`src/rtl/read_arbiter.sv`:
```
// Two-requester (fetch / data-load) round-robin arbiter onto a single AXI-lite read channel.
// One transaction outstanding at a time; responses are routed back to the granted requester.
module read_arbiter #(
  parameter int ADDR_WIDTH = 32,
  parameter int DATA_WIDTH = 32
) (
  input  logic                  clk,
  input  logic                  reset,
  input  logic                  f_valid,
  input  logic [ADDR_WIDTH-1:0] f_addr,
  output logic                  f_ready,
  output logic                  f_rvalid,
  output logic [DATA_WIDTH-1:0] f_rdata,
  output logic [1:0]            f_rresp,
  input  logic                  d_valid,
  input  logic [ADDR_WIDTH-1:0] d_addr,
  output logic                  d_ready,
  output logic                  d_rvalid,
  output logic [DATA_WIDTH-1:0] d_rdata,
  output logic [1:0]            d_rresp,
  output logic                  arvalid,
  input  logic                  arready,
  output logic [ADDR_WIDTH-1:0] araddress,
  output logic [2:0]            arprot,
  input  logic                  rvalid,
  output logic                  rready,
  input  logic [DATA_WIDTH-1:0] rdata,
  input  logic [1:0]            rresp
);

  typedef enum logic [1:0] {IDLE, ADDR, DATA} state_t;
  typedef enum logic {OWN_FETCH, OWN_DATA} owner_t;

  state_t state, state_nxt;
  owner_t owner, last_grant;
  logic   grant_f, grant_d, complete;

  always_comb begin
    // NOTE: every combinational output gets a default first, so no path infers a latch.
    state_nxt = state;
    grant_f   = 1'b0;
    grant_d   = 1'b0;
    complete  = 1'b0;
    case (state)
      IDLE: begin
        // Grants are suppressed while reset is held so no ready pulses during reset.
        if (reset) begin
          if (f_valid && (!d_valid || last_grant == OWN_DATA)) grant_f = 1'b1;
          else if (d_valid)                                    grant_d = 1'b1;
          if (grant_f || grant_d) state_nxt = ADDR;
        end
      end
      ADDR: begin
        // rvalid without arready is a protocol violation by the slave and is ignored.
        if (arready) begin
          if (rvalid) begin
            complete  = 1'b1;
            state_nxt = IDLE;
          end else begin
            state_nxt = DATA;
          end
        end
      end
      DATA: begin
        if (rvalid) begin
          complete  = 1'b1;
          state_nxt = IDLE;
        end
      end
      default: state_nxt = IDLE;
    endcase
  end

  assign f_ready = grant_f;
  assign d_ready = grant_d;
  assign arvalid = (state == ADDR);
  assign rready  = (state == ADDR) || (state == DATA);

  always_ff @(posedge clk) begin
    // NOTE: sequential state uses non-blocking assignments so all registers update together.
    if (!reset) begin
      state      <= IDLE;
      owner      <= OWN_FETCH;
      last_grant <= OWN_DATA;
      araddress  <= '0;
      arprot     <= '0;
      f_rvalid   <= 1'b0;
      d_rvalid   <= 1'b0;
      f_rdata    <= '0;
      d_rdata    <= '0;
      f_rresp    <= '0;
      d_rresp    <= '0;
    end else begin
      state    <= state_nxt;
      f_rvalid <= 1'b0;
      d_rvalid <= 1'b0;
      if (grant_f) begin
        owner      <= OWN_FETCH;
        last_grant <= OWN_FETCH;
        araddress  <= f_addr;
        arprot     <= 3'b101;
      end else if (grant_d) begin
        owner      <= OWN_DATA;
        last_grant <= OWN_DATA;
        araddress  <= d_addr;
        arprot     <= 3'b001;
      end
      if (complete) begin
        if (owner == OWN_FETCH) begin
          f_rvalid <= 1'b1;
          f_rdata  <= rdata;
          f_rresp  <= rresp;
        end else begin
          d_rvalid <= 1'b1;
          d_rdata  <= rdata;
          d_rresp  <= rresp;
        end
      end
    end
  end

endmodule

```
`config.mk`:
```
export PLATFORM = sky130hd
export DESIGN_NAME = read_arbiter
export DESIGN_NICKNAME = d
export VERILOG_FILES = /design/src/rtl/read_arbiter.sv
export SDC_FILE = /design/constraint.sdc
export NUM_CORES = 1
export LEC_CHECK = 0
export CAP_MARGIN = 0
export CORE_UTILIZATION = 40
export DETAILED_ROUTE_END_ITERATION = 8
export MAX_ROUTING_LAYER = met4
export PLACE_DENSITY = 0.91
export SLEW_MARGIN = 20
export SYNTH_ARGS = -nofsm -noshare
export SYNTH_HDL_FRONTEND = slang
export SYNTH_SLANG_ARGS = --single-unit
```
`constraint.sdc`:
```
create_clock -name clk -period 2.6 [get_ports clk]
set_input_delay 0.52 -clock clk [delete_from_list [all_inputs] [get_ports clk]]
set_output_delay 0.52 -clock clk [all_outputs]
set_load 0.02 [all_outputs]
```
-- Yosys cells after proc, flatten, opt, wreduce, memory -nomap -nowiden
Index checks and enable logic that the tools add are counted.
- bits in registers: 108
- output and inout port bits: 109
- logic and storage cells: 57
- equality and inequality tests: 5
- mux-type cells: 27
- bitwise gates (word level): 2
- reduce and logical (&&, ||, !) cells: 12
- operator list (cell ; count):
    two-way mux 32 bit ; 2
    two-way mux 1 bit ; 17
    two-way mux 2 bit ; 4
    two-way mux 3 bit ; 2
    case mux 2 bit (3 select lines) ; 1
    AND reduction 2 bit ; 3
    inequality test 2 bit, second input constant ; 2
    logical OR 1 bit ; 3
    AND reduction 3 bit ; 1
    equality test 2 x 1 -> 1 bit, second input constant ; 1
    equality test 2 bit, second input constant ; 1
    logical NOT 2 bit ; 1
    inequality test 2 x 1 -> 1 bit, second input constant ; 1
    NOT 1 bit ; 2
    case mux 1 bit (2 select lines) ; 1
    nonzero test 2 bit ; 1
    OR reduction 2 bit ; 1
    logical AND 1 bit ; 1
    logical NOT 1 bit ; 1

-- Logic depth before layout (Yosys ltp)
Gate-level depths: netlist of the first run.
- word-level depth: 10
- depth in mapped cells: 8

-- Worst setup path before layout of the first run
OpenSTA, ideal clock, no wires.
- path type: input port to output port
- from: in reset
- to: out d_ready
- arrival time: 1.374 ns
- data required time: 2.080 ns
- slack: 0.706 ns
- stages on the path: 4
- buffers on the path: 2
- cell sequence: buf_2 -> nand3_1 -> clkbuf_1 -> a21oi_1
- word-level cells in the longest chain between the ends: 2
- RTL lines (element ; RTL line ; source):
    start: declaration ; 8 ; input logic reset,
    two-way mux 1 bit ; 47 ; if (reset) begin
    two-way mux 1 bit ; 44 ; case (state)
    end: declaration ; 17 ; output logic d_ready,
No other way between the ends.

-- Worst setup path after layout of the first run
- from: reg state[0]
- to: out d_ready
- word-level cells in the longest chain between the ends: 2
- RTL lines (element ; RTL line ; source):
    start: declaration ; 34 ; state_t state, state_nxt;
    start signal: assignment ; 94 ; state <= state_nxt;
    logical NOT 2 bit ; 44 ;
    two-way mux 1 bit ; 44 ;
No other way between the ends.

==> results of run 1 <==
[power groups by stage]
stage | Sequential [mW] | Combinational (mW) | Clock (mW)
2_1_floorplan | 1.93 | 0.332 | 0
3_3_place_gp | 1.83 | 0.814 | 0
3_5_place_dp | 1.83 | 0.835 | 0
4_1_cts | 1.80 | 0.843 | 0.988
5_1_grt | 1.81 | 0.899 | 1.07
6_report | 1.80 | 0.841 | 0.966
[cell families after synthesis]
family	count (synthesis)	share of synthesized area [%]
flip-flops	108	49.2
AO/OA/AOI/OAI	75	11.6
multiplexers	68	15.5
other	1	0.0854
AND/OR/NAND/NOR	189	17.1
adder cells (fa/ha/maj)	3	0.855
buffers and inverters	46	5.55
[what timing repair did]
item	in CTS	in global routing
gates cloned	0	0
pin swaps	0	0
setup endpoints to repair	1	1
buffers inserted	0	0
gates resized for setup	1	1
[cell type report]
| cell class | count | area [um2] | share of cell area [%] |
|---|---|---|---|
| sequential | 108 | 2160 | 32.1 |
| clock inverter | 6 | 43.8 | 0.649 |
| multi-input combinational | 336 | 2000 | 29.6 |
| timing repair buffer | 222 | 2220 | 32.9 |
| tap | 136 | 170 | 2.52 |
| inverter | 4 | 15.0 | 0.223 |
| clock buffer | 10 | 138 | 2.04 |
[path summary, 6_finish.rpt]
check	end	from	slack (ns)	depth (start not counted)
setup / recovery	d_ready	state[0]$_SDFFE_PN0P_	0.17	5
hold / removal	d_rdata[3]$_SDFFE_PN0P_	d_rdata[3]$_SDFFE_PN0P_	0.46	2
setup reg to reg	f_rdata[12]$_SDFFE_PN0P_	state[1]$_SDFFE_PN0P_	0.90	6
hold reg to reg	d_rdata[3]$_SDFFE_PN0P_	d_rdata[3]$_SDFFE_PN0P_	0.46	2
[sequential cells by signal, indices dropped and copies added, names as in the netlist]
register,count
last_grant,1
f_rvalid,1
f_rresp,2
d_rvalid,1
d_rresp,2
d_rdata,32
araddress,32
arprot,2
owner,1
state,2
f_rdata,32
[metal layers]
layer / wire (um) / GRT usage (%)
met1: 5510 / 26.5
met2: 6080 / 38.3
met3: 1010 / 5.23
met4: 153 / 6.65
met5: 0 / -
[critical path, cell delays in order (launching register included)]
cell and delay, ns:
sky130_fd_sc_hd__dfxtp_1 0.32, sky130_fd_sc_hd__inv_1 0.10, sky130_fd_sc_hd__ha_2 0.27, sky130_fd_sc_hd__nand3_1 0.12, sky130_fd_sc_hd__a21oi_1 0.13, sky130_fd_sc_hd__clkdlybuf4s50_1 0.62
[metrics by stage]
stage / std cells / power [mW] / worst slack, ns / hold WS (ns)
after floorplan: 490 / 2.26 / 0.706 / 0.438
after global placement: 806 / 2.64 / 0.178 / 0.441
after detailed placement: 806 / 2.67 / 0.155 / 0.447
after CTS: 822 / 3.63 / 0.0574 / 0.463
after global routing: 822 / 3.78 / 0.0520 / 0.485
final: 822 / 3.60 / 0.165 / 0.462
[cell usage after synthesis, drive strengths merged]
| library cell | instances |
|---|---|
| a22oi | 1 |
| mux2i | 68 |
| or4 | 1 |
| nand2b | 2 |
| o21ai | 2 |
| o31ai | 34 |
| nor4 | 1 |
| ha | 3 |
| clkbuf | 12 |
| a31oi | 32 |
| buf | 30 |
| conb | 1 |
| a21oi | 5 |
| nor2 | 4 |
| and3 | 2 |
| and2 | 1 |
| inv | 4 |
| nor2b | 3 |
| o311a | 1 |
| dfxtp | 108 |
| nor3 | 2 |
| nand2 | 169 |
| nor3b | 1 |
| nand3 | 3 |
==> summary.log, run 1 <==
qor: placed_design.dp_area 6560 um2
qor: global_route.grt_start_max_net_pins 112
qor: clocking.cts_tree built
qor: global_route.antenna_violations_before_repair 0
qor: clocking.cts.htree.levels 3
qor: setup_path.worstPathArrival 1.91 ns
qor: clocking.cts.hold.buffers_added 0
qor: sta.worst_case_clock_skew 0.00942 ns
qor: finish.finalInstanceArea 6750 um2
qor: sta.hold_violations 0
qor: synth.netlist_top_cells_area sky130_fd_sc_hd__dfxtp_1 49%, sky130_fd_sc_hd__mux2i_1 15%, sky130_fd_sc_hd__nand2_1 14%
qor: finish.fraction_of_layout_instances_using_a_drive_strength_above_1 4.81%
qor: placed_design.hpwl 9.28 mm
qor: sta.tns 0 ns
qor: pwr.comb_power_share 23.3%
qor: placed_design.buffer_ports.inserted 211
qor: pwr.power_report.internal_total 2.54 mW
qor: die.die_x 107 um
qor: pwr.total_leakage_power 2.36 nW
qor: finish.postLayoutCoreUtil 64.5%
qor: die.fp_rows 37
qor: sta.finalMaxSlewViolations 0
qor: die.coreArea 10500 um2
qor: pwr.pwr_density_cell 534 nW/um2
qor: route.ant_nets 0
qor: synth.synth_warnings 0
qor: clocking.numCtsBuffers 9
qor: setup_path.cp_max_fo 9
qor: route.route.final.wire_length 12.7 mm
qor: die.dieArea 11400 um2
qor: die.design.portCount 213
qor: global_route.grt_remaining_overflow 0
qor: setup_path.worstSetupEndpointType primary output
qor: pwr.p_switching 1.07 mW
qor: job.number_of_violations_of_the_max_capacitance_limit 0
qor: synth.synthesis.area_per_instance 8.97 um2
qor: finish.final_net_count 788
qor: route.routedWlPerCell 15.5 um
qor: synth.ys_seq_area_share 49.2%
qor: setup_path.setup.worst_path.start_class register
qor: global_route.first_global_vias 4158
qor: pwr.netSwitchingFraction 29.6%
qor: finish.n_antenna_cell 0
qor: pwr.share_clk_of_total_power 26.8%
qor: die.die_height 107 um
qor: placed_design.gp_routability_congestion 0.805
qor: route.drt_first_pass_iters 5
qor: global_route.globalRouteTotalUtil 22.5%
qor: clocking.cts_num_sinks 108
qor: sta.worst-slew-pin-transition 1.02 ns
qor: synth.postSynthRegisterBits 108
qor: finish.mostFrequentLayoutCells 209 x sky130_fd_sc_hd__clkdlybuf4s50_1, 169 x sky130_fd_sc_hd__nand2_1, 108 x sky130_fd_sc_hd__dfxtp_1
qor: clocking.clock_tree_root_driver_cell sky130_fd_sc_hd__clkbuf_8
qor: setup_path.endpoint_required_time_on_the_critical_path 2.08 ns
qor: synth.synth_top_area_share 49.2%
qor: route.drc_errors_left 0
qor: clocking.maximum_buffer_depth_of_the_clock_tree 2
qor: route.detailedRoute.firstIterationViolations 237
qor: route.via_per_inst 5.14
qor: sta.fmax 411 MHz
qor: sta.maxSlewHeadroom 32.0%
qor: sta.finalSetupViolations 0
qor: pwr.irDropWorstVdd 0.353 mV
qor: sta.unrepaired_setup_endpoints_after_global_routing no
qor: synth.synth_top_area_cell sky130_fd_sc_hd__dfxtp_1
qor: synth.mapped_cells 490
qor: route.vias 4223
qor: synth.syn-num-nets 597
qor: finish.final_common_cell sky130_fd_sc_hd__clkdlybuf4s50_1
qor: synth.syn_area 4390 um2
qor: sta.final.min_clock_period 2.43 ns
qor: sta.layout_worst_path_cycle_share 93.6%
qor: pwr.seqPwrFrac 49.9%
qor: clocking.clkTransAtPathRegs 0.10 ns
qor: die.initial_core_util 42.0%
qor: synth.synth.distinct_cells 29
qor: status.outcome finished clean
qor: global_route.wire_length_of_the_first_global_routing_pass 20.0 mm
qor: setup_path.critical_path_class register to primary output
qor: finish.area.growth.synth_to_final 53.5%
qor: clocking.clock_latency 0.36 ns
qor: worst_hold_path.holdCritPathClass register to register
qor: finish.n_fill_cell 827
(Power assumes the default switching activity.)
==> run 2: changes to the inputs <==
--- a/config.mk
+++ b/config.mk
@@ -9,7 +9,7 @@
 export CORE_UTILIZATION = 40
 export DETAILED_ROUTE_END_ITERATION = 8
 export MAX_ROUTING_LAYER = met4
-export PLACE_DENSITY = 0.91
+export PLACE_DENSITY = 0.79
 export SLEW_MARGIN = 20
 export SYNTH_ARGS = -nofsm -noshare
 export SYNTH_HDL_FRONTEND = slang
==> summary.log, run 2 (same netlist as run 1, synthesis figures left out) <==
qor: pwr.irDropWorstVdd 0.377 mV [+6.7%]
qor: route.drt_first_pass_iters 4 [-1]
qor: global_route.grt_start_max_net_pins 103 [-8.0%]
qor: finish.n_antenna_cell 0 [unchanged]
qor: sta.hold_violations 0 [unchanged]
qor: route.drc_errors_left 0 [unchanged]
qor: setup_path.ff2ff_setup_slack 0.88 ns [-0.02 ns]
qor: global_route.grt_util_met1 26.8% [+0.23 points]
qor: die.initial_core_util 42.0% [unchanged]
qor: finish.final_common_cell sky130_fd_sc_hd__clkdlybuf4s50_1
qor: setup_path.crit_cells 3 [-2]
qor: setup_path.endpoint_required_time_on_the_critical_path 2.08 ns [about the same]
qor: placed_design.post_place_setup_slack 0.108 ns [-0.0470 ns]
qor: setup_path.critPathSlowestCell sky130_fd_sc_hd__clkdlybuf4s50_1
qor: die.design.portCount 213 [unchanged]
qor: worst_hold_path.min_path_cells 2 [unchanged]
qor: setup_path.regToRegEndpoint f_rdata[30]$_SDFFE_PN0P_
qor: status.outcome finished clean
qor: global_route.wire_length_of_the_first_global_routing_pass 20.4 mm [+2.4%]
qor: route.route.final.wire_length 12.8 mm [+0.10%]
qor: setup_path.setup.worst_path.start_class register
qor: global_route.global_routing_s_busiest_layer met2
qor: setup_path.worst-r2r-cell-count 6 [unchanged]
qor: pwr.total_leakage_power 2.38 nW [+0.61%]
qor: placed_design.hpwl 9.07 mm [-2.3%]
qor: die.dieArea 11400 um2 [unchanged]
qor: finish.postLayoutCoreUtil 64.5% [about the same]
qor: sta.layout_worst_path_cycle_share 87.3% [-6.4 points]
qor: die.die_height 107 um [unchanged]
qor: worst_hold_path.hold_path_end f_rdata[5]$_SDFFE_PN0P_
qor: sta.fmax 441 MHz [+7.3%]
qor: sta.finalMaxSlewViolations 0 [unchanged]
qor: finish.largestRegisters araddress: 32 flops, d_rdata: 32 flops, f_rdata: 32 flops
qor: die.die_x 107 um [unchanged]
qor: sta.final_critical_path_setup_slack 0.330 ns [+0.165 ns]
qor: global_route.globalRouteTotalUtil 23.0% [+0.48 points]
qor: setup_path.worstSetupEndpointType primary output
qor: global_route.antenna_violations_before_repair 0 [unchanged]
qor: setup_path.critical_path.cell_chain inv_1 > ha_2 > clkdlybuf4s50_1
qor: global_route.gr-usage-met3 5.47% [+0.24 points]
qor: setup_path.critical_path_class register to primary output
qor: global_route.gr-usage-met2 39.9% [+1.6 points]
qor: sta.worst_case_clock_skew 0.0138 ns [+0.00433 ns]
qor: sta.final.min_clock_period 2.27 ns [-0.165 ns]
qor: setup_path.cp_max_fo 3 [-6]
qor: clocking.cts_tree built
qor: die.fp_rows 37 [unchanged]
qor: finish.area.growth.synth_to_final 53.7% [about the same]
qor: clocking.clock_latency 0.36 ns [about the same]
qor: route.detailedRoute.firstIterationViolations 200 [-16%]
qor: setup_path.timing.critical_path.max_delay_family buffers and inverters
qor: clocking.maximum_buffer_depth_of_the_clock_tree 2 [unchanged]
qor: setup_path.critical-path-max-stage-delay 0.60 ns [-0.02 ns]
qor: clocking.cts.htree.levels 3 [unchanged]
qor: route.routedWlPerCell 15.5 um [+0.10%]
qor: finish.mostFrequentLayoutCells 208 x sky130_fd_sc_hd__clkdlybuf4s50_1, 169 x sky130_fd_sc_hd__nand2_1, 108 x sky130_fd_sc_hd__dfxtp_1
qor: sta.tns 0 ns [unchanged]
qor: global_route.grt_remaining_overflow 0 [unchanged]
qor: setup_path.worstPathBufferInverterCount 2 [unchanged]
qor: die.coreArea 10500 um2 [unchanged]
qor: global_route.first_global_vias 4354 [+4.7%]
qor: route.via_per_inst 5.12 [-0.31%]
qor: pwr.pwr_density_cell 535 nW/um2 [about the same]
qor: route.vias 4210 [-0.31%]
qor: placed_design.gp_routability_congestion 0.810 [+0.66%]
qor: sta.unrepaired_setup_endpoints_after_global_routing no
qor: sta.maxSlewHeadroom 37.5% [+5.5 points]
qor: finish.final_net_count 788 [unchanged]
qor: sta.worst-slew-pin-transition 0.938 ns [-0.0821 ns]
qor: worst_hold_path.holdCritPathClass register to register
qor: worst_hold_path.timing.hold.worst.start f_rdata[5]$_SDFFE_PN0P_
qor: clocking.cts_num_sinks 108 [unchanged]
qor: placed_design.buffer_ports.inserted 211 [unchanged]
qor: route.ant_nets 0 [unchanged]
qor: setup_path.worstPathArrival 1.75 ns [-0.16 ns]
qor: clocking.clkTransAtPathRegs 0.10 ns [about the same]
qor: finish.fraction_of_layout_instances_using_a_drive_strength_above_1 4.66% [-0.15 points]
qor: setup_path.regToRegStartpoint state[1]$_SDFFE_PN0P_
qor: clocking.clock_tree_root_driver_cell sky130_fd_sc_hd__clkbuf_8
qor: job.number_of_violations_of_the_max_capacitance_limit 0 [unchanged]
qor: sta.finalSetupViolations 0 [unchanged]
qor: clocking.numCtsBuffers 9 [unchanged]
[run 2: cell count changes in the layout (fill, tap and decap cells not counted), moves of 2 or more]
cell                       before  now
sky130_fd_sc_hd__clkinv_2       2    0
sky130_fd_sc_hd__inv_8          0    2
sky130_fd_sc_hd__inv_6          3    1
sky130_fd_sc_hd__clkinv_4       0    2
[run 2: power breakdown]
| group | switching, mW | total, mW | internal (mW) |
|---|---|---|---|
| clock | 0.599 | 0.969 | 0.370 |
| combinational | 0.433 | 0.845 | 0.411 |
| sequential | 0.0512 | 1.80 | 1.74 |
[run 2: per-stage QoR]
| stage | power, mW | instance area (um2) | hold WS (ns) | cells |
|---|---|---|---|---|
| 3_5_place_dp | 2.67 | 6560 | 0.447 | 806 |
| 5_1_grt | 3.79 | 6750 | 0.474 | 822 |
| 6_report | 3.61 | 6750 | 0.460 | 822 |
| 4_1_cts | 3.65 | 6750 | 0.463 | 822 |
| 2_1_floorplan | 2.26 | 4390 | 0.438 | 490 |
| 3_3_place_gp | 2.65 | 6560 | 0.441 | 806 |
[run 2: layer usage]
metal	part of all wire (%)	vias to the layer above
met4	0.78	0
met5	0	-
met2	49	184
met1	42	1972
met3	7.8	10
li1	-	2044
[run 2: layout make-up]
| class | instances | area [um2] |
|---|---|---|
| Clock buffer | 10 | 128 |
| Clock inverter | 6 | 56.3 |
| Fill cell | 873 | 3710 |
| Sequential cell | 108 | 2160 |
| Inverter | 4 | 15.0 |
| Multi-Input combinational cell | 336 | 2000 |
| Timing Repair Buffer | 222 | 2220 |
| Tap cell | 136 | 170 |
[run 2: how the worst max path moves through the flow]
stage	start	to	slack, ns
floorplan	reset	d_ready	0.71
global placement	d_valid	d_ready	0.1
detailed placement	d_valid	d_ready	0.11
CTS	state[0]$_SDFFE_PN0P_	f_ready	0.03
global route	state[0]$_SDFFE_PN0P_	rready	0.26
finish	state[1]$_SDFFE_PN0P_	rready	0.33
[run 2: what timing repair did]
action / CTS / global route
pin swaps: 0 / 0
setup buffers: 0 / 0
gates resized for setup: 1 / 2
hold buffers: 0 / 0
setup endpoints to repair: 2 / 2
[run 2: tightest hold or removal path, delay by kind of cell, from the launching register on]
family           cells  cell delay, ns
DFF                  1            0.32
muxes                1            0.05
and+or+nand+nor      1            0.05
